==> src/rtl/ysyx_23060208_axil_rd_master.sv <==
// ysyx_23060208_axil_rd_master: single-outstanding AXI-Lite read initiator for LSU loads with lane extract, extension and optional watchdog.
module ysyx_23060208_axil_rd_master #(
  parameter int DATA_WIDTH = 32,
  parameter int TIMEOUT_CYCLES = 255
) (
  input  logic                  clk,
  input  logic                  rst,
  input  logic                  ld_valid,
  output logic                  ld_ready,
  input  logic [DATA_WIDTH-1:0] ld_addr,
  input  logic [1:0]            ld_size,
  input  logic                  ld_unsigned,
  output logic                  ld_rvalid,
  output logic [DATA_WIDTH-1:0] ld_rdata,
  output logic                  ld_err,
  output logic [DATA_WIDTH-1:0] m_araddr,
  output logic                  m_arvalid,
  input  logic                  m_arready,
  input  logic [DATA_WIDTH-1:0] m_rdata,
  input  logic [1:0]            m_rresp,
  input  logic                  m_rvalid,
  output logic                  m_rready
);
`ifdef AXIL_RD_TIMEOUT_EN
  typedef enum logic [2:0] {IDLE, AR, R, RESP, DRAIN} state_t;
  logic [7:0] cnt_q, cnt_d;
  logic       to_q, to_d, ard_q, ard_d;
`else
  typedef enum logic [1:0] {IDLE, AR, R, RESP} state_t;
`endif
  state_t                state_q, state_d;
  logic [DATA_WIDTH-1:0] addr_q, addr_d, rdata_q, rdata_d, ext;
  logic [1:0]            size_q, size_d;
  logic                  uns_q, uns_d, err_q, err_d, misalign;
  logic [7:0]            lane_b;
  logic [15:0]           lane_h;
  assign misalign = (ld_size == 2'b11) | (ld_size == 2'b01 & ld_addr[0]) | (ld_size == 2'b10 & |ld_addr[1:0]);
  assign lane_b = 8'(m_rdata >> {addr_q[1:0], 3'b000});
  assign lane_h = 16'(m_rdata >> {addr_q[1], 4'b0000});
  assign ext = size_q == 2'b00 ? {{24{~uns_q & lane_b[7]}}, lane_b}
             : size_q == 2'b01 ? {{16{~uns_q & lane_h[15]}}, lane_h} : m_rdata;
  always_ff @(posedge clk) begin
    if (rst) begin
      state_q <= IDLE;
      addr_q  <= '0;
      size_q  <= '0;
      uns_q   <= 1'b0;
      rdata_q <= '0;
      err_q   <= 1'b0;
`ifdef AXIL_RD_TIMEOUT_EN
      cnt_q   <= '0;
      to_q    <= 1'b0;
      ard_q   <= 1'b0;
`endif
    end else begin
      state_q <= state_d;
      addr_q  <= addr_d;
      size_q  <= size_d;
      uns_q   <= uns_d;
      rdata_q <= rdata_d;
      err_q   <= err_d;
`ifdef AXIL_RD_TIMEOUT_EN
      cnt_q   <= cnt_d;
      to_q    <= to_d;
      ard_q   <= ard_d;
`endif
    end
  end
  always_comb begin
    state_d = state_q;
    addr_d  = addr_q;
    size_d  = size_q;
    uns_d   = uns_q;
    rdata_d = rdata_q;
    err_d   = err_q;
`ifdef AXIL_RD_TIMEOUT_EN
    cnt_d   = (state_q == AR || state_q == R) ? cnt_q + 8'd1 : cnt_q;
    to_d    = to_q;
    ard_d   = ard_q | (m_arvalid & m_arready);
`endif
    case (state_q)
      IDLE: if (ld_valid) begin
        addr_d = ld_addr;
        size_d = ld_size;
        uns_d  = ld_unsigned;
        if (misalign) begin
          state_d = RESP;
          rdata_d = '0;
          err_d   = 1'b1;
        end else begin
          state_d = AR;
`ifdef AXIL_RD_TIMEOUT_EN
          cnt_d   = '0;
          ard_d   = 1'b0;
`endif
        end
      end
      AR: if (m_arready) state_d = R;
      R: if (m_rvalid) begin
        state_d = RESP;
        rdata_d = |m_rresp ? '0 : ext;
        err_d   = |m_rresp;
      end
`ifdef AXIL_RD_TIMEOUT_EN
      RESP: state_d = to_q ? DRAIN : IDLE;
      DRAIN: if (ard_q & m_rvalid) begin
        state_d = IDLE;
        to_d    = 1'b0;
      end
`else
      RESP: state_d = IDLE;
`endif
      default: state_d = IDLE;
    endcase
`ifdef AXIL_RD_TIMEOUT_EN
    if ((state_q == AR || state_q == R) && cnt_q == 8'(TIMEOUT_CYCLES - 1) && !(state_q == R && m_rvalid)) begin
      state_d = RESP;
      rdata_d = '0;
      err_d   = 1'b1;
      to_d    = 1'b1;
    end
`endif
  end
  always_comb begin
    ld_ready  = state_q == IDLE;
    ld_rvalid = state_q == RESP;
    ld_rdata  = rdata_q;
    ld_err    = err_q;
    m_araddr  = {addr_q[DATA_WIDTH-1:2], 2'b00};
`ifdef AXIL_RD_TIMEOUT_EN
    m_arvalid = state_q == AR || ((state_q == RESP || state_q == DRAIN) && to_q && !ard_q);
    m_rready  = state_q == R || (state_q == DRAIN && ard_q);
`else
    m_arvalid = state_q == AR;
    m_rready  = state_q == R;
`endif
  end
endmodule

==> config.mk <==
export PLATFORM = sky130hd
export DESIGN_NAME = ysyx_23060208_axil_rd_master
export DESIGN_NICKNAME = d
export VERILOG_FILES = /design/src/rtl/ysyx_23060208_axil_rd_master.sv
export SDC_FILE = /design/constraint.sdc
export NUM_CORES = 1
export LEC_CHECK = 0
export BUFFER_PORTS_ARGS = -buffer_cell sky130_fd_sc_hd__buf_2
export CORE_MARGIN = 4
export CORE_UTILIZATION = 49
export CTS_CLUSTER_SIZE = 14
export DETAILED_ROUTE_END_ITERATION = 10
export PLACE_DENSITY = 0.8
export SYNTH_ARGS = -nofsm -noshare
export SYNTH_HDL_FRONTEND = slang
export SYNTH_SLANG_ARGS = --single-unit
==> constraint.sdc <==
create_clock -name clk -period 2.6 [get_ports clk]
set_clock_uncertainty 0.1 [all_clocks]
set_input_delay 0.13 -clock clk [delete_from_list [all_inputs] [get_ports clk]]
set_output_delay 0.13 -clock clk [all_outputs]
set_load 0.03 [all_outputs]
==> results.py <==
metrics = {
    "cts": {
        "clk_pin_slew_ns": 0.07,
        "htree_levels": 3,
        "cts_tree": "yes",
        "numCtsBuffers": 9,
        "clk_latency_ns": 0.34,
        "root_buffer": "clkbuf_8",
        "clock_sinks": 70,
        "ctsResizeCount": 0,
        "cts_max_path_buffers": 2,
        "cts_setup_buffers": 0,
    },
    "yosys": {
        "ys_warn_count": 0,
        "synth_compound_area_share_pct": 26.41,
        "synth_top_family_by_area": "compound AO/OA/AOI/OAI gates",
        "synth_seq_cells": 70,
        "synthSimpleGateAreaFrac_pct": 14.82,
        "synthXorXnorAreaFrac_pct": 0,
        "synthMuxAreaShare_pct": 6.499,
        "synthCells": 411,
        "synth.avg_cell_area_um2": 8.853,
        "ys_seq_area_share_pct": 38.51,
        "syn_area_um2": 3638,
        "synthAdderAreaFrac_pct": 1.719,
        "ys_types": 39,
    },
    "global_routing": {
        "grt_util_all_layers_pct": 23.59,
        "grt_max_degree": 37,
        "grt_pass1_wl_um": 16300,
        "antenna_found_initial": 1,
        "grt_remaining_overflow": 0,
        "grt_pass1_vias": 3406,
    },
    "setup_path": {
        "r2r_start": "state_q[0]",
        "r2r_cells": 7,
        "rrSetupSlack_ns": 0.37,
        "crit_type": "reg -> reg",
        "crit_fanout": 35,
        "rr_endpoint": "uns_q",
        "crit_start": "state_q[0]",
        "crit_required_ns": 2.79,
        "cp-endpoint": "uns_q",
        "critPathCaptureType": "flop",
        "start_kind": "flop",
        "critPathArrivalTime_ns": 2.41,
    },
    "floorplan": {
        "dieArea_um2": 8868,
        "coreArea_um2": 7253,
        "ios": 143,
        "die_w_um": 94.17,
        "placementRows": 31,
        "fp.dieH_um": 94.17,
        "start_util_pct": 50.16,
    },
    "final_layout": {
        "drive_gt1_share_pct": 35.33,
        "area_delta_synth_final_pct": 29.71,
        "insertedDiodeCount": 0,
        "final_common_cell": "buf_2",
        "stdcell_count": 651,
        "layout_common_cells": "140 x buf_2, 73 x nand2_1, 70 x dfxtp_1",
        "nets": 626,
    },
    "drt": {
        "drtIter0Drc": 153,
        "antenna_left": 0,
        "num_vias": 3407,
        "wl_per_cell_um": 15.66,
        "route.detailed.drc": 0,
        "firstDrtPassIters": 4,
        "vias_per_cell": 5.233,
        "routed_wl_um": 10200,
    },
    "sta": {
        "finalCritPeriodShare_pct": 85.69,
        "grt_setup_unrepaired": "false",
        "finalCriticalPeriod_ns": 2.228,
        "tightest_slew_ns": 0.7306,
        "fmax_ghz": 0.4488,
        "layout_setup_ws_ns": 0.3720,
        "setup_violations": 0,
        "hold_ws_ns": 0.02393,
        "slew_violations": 0,
        "fin_tns_setup_ns": 0,
        "finalHoldViolCount": 0,
        "maxSlewHeadroom_pct": 51.23,
    },
    "hold_path": {
        "hold_path.class": "in -> reg",
    },
    "place": {
        "dp_hpwl_um": 6929,
        "preCtsSetupSlack_ns": 0.4136,
        "place.gp.congestion": 0.8675,
        "port_buffers": 140,
        "dpl.cell_count": 596,
    },
    "outcome": {
        "status": "complete, no violations",
    },
    "power": {
        "p_per_area_nw_per_um2": 766.9,
        "peakVddDrop_uv": 621.7,
        "cellLeakagePower_uw": 0.002119,
    },
    "run": {
        "cap_violations": 0,
    },
}
## worst min-delay path by stage
stage	cells past startpoint	from	endpoint	slack, ns
final	3	m_rdata[18]	ld_rdata[18]	0.02
after global routing	3	m_rdata[18]	ld_rdata[18]	0.03
after CTS	3	m_rdata[30]	ld_rdata[30]	0.005
after detailed placement	2	rst	uns_q	0.27
after global placement	3	ld_addr[2]	addr_q[2]	0.27
after floorplan	2	ld_addr[10]	addr_q[10]	0.17
## kinds of logic after synthesis
group	after synthesis
AOI/OAI and AO/OA	124
buffers and inverters	75
and+or+nand+nor	114
adders and majority gates	5
muxes	22
DFF	70
other	1
## layout make-up
type                            count  area, µm²
Clock buffer                       10      137.6
Sequential cell                    70       1401
Clock inverter                      6      61.31
Tap cell                           99      123.9
Multi-Input combinational cell    267       1807
Fill cell                         597       2534
Timing Repair Buffer              185       1136
Inverter                           14      52.55
## per-layer routing
metal	vias to the layer above	track usage, %	routed length, µm
li1	1687	-	-
met2	137	39.95	4942
met5	-	0	8
met4	2	7.220	156
met1	1568	28.55	4250
met3	13	7.212	837
## power breakdown
| group | leakage [µW] | internal [µW] | switching, µW |
|---|---|---|---|
| combinational | 0.00145 | 522 | 913 |
| sequential | 0.000569 | 1200 | 114 |
| clock | 0.000102 | 465 | 405 |
| total | 0.00212 | 2190 | 1430 |
## registers in the layout, summed over array words and instances (netlist names)
name	count
uns_q	1
addr_q	32
size_q	2
ld_rdata	32
ld_err	1
state_q	2
## Yosys cell counts, drive strengths merged
master   count  area [µm²]
a22oi        6       45.04
dfxtp       70        1401
nor3b        1       12.51
o21ai        2       10.01
a22o         8       70.07
o2bb2ai     26       290.3
o22ai       15       93.84
mux2         7       78.83
a32o         7       70.07
mux2i       15       157.7
a21oi       46       234.0
a221oi       1       8.760
and3b        1       8.760
nor2b        1       6.260
o31ai        1       21.27
o2111ai      1       26.28
a211oi       3       22.52
conb         1       3.750
nor2         7       26.28
nor3         1       10.01
ha           5       62.56
nand2b      11       68.82
o21bai       7       52.55
or2          7       43.79
nor4         1       21.27
or3          7       43.79
inv         14       52.55
and2         2       12.51
buf         43       314.0
clkbuf      18       67.56
o32ai        1       16.27
nand2       73       274.0
and3         1       6.260
nand3        1       5.000
## worst max-delay path, stage by stage, from the launching register on
cell           delay, ns
dfxtp_1             0.39
inv_1               0.10
ha_1                0.27
nand2_1             0.12
buf_4               0.36
nand2_1             0.10
a21oi_1             0.17
dlygate4sd3_1       0.57
## repair_timing
| item | 4_1_cts | 5_1_grt |
|---|---|---|
| endpoints found under the hold margin | 39 | 0 |
| setup endpoints to repair | 0 | 0 |
| hold buffers | 39 | 0 |
## metrics by stage
stage	instance area [µm²]	power [µW]	utilization, %
floorplan	3642	2472	-
global placement	4130	2666	56.94
detailed placement	4130	2701	56.94
CTS	4720	3628	65.07
global route	4720	3842	65.07
finish	4720	3619	65.07
(Power assumes the default switching activity.)
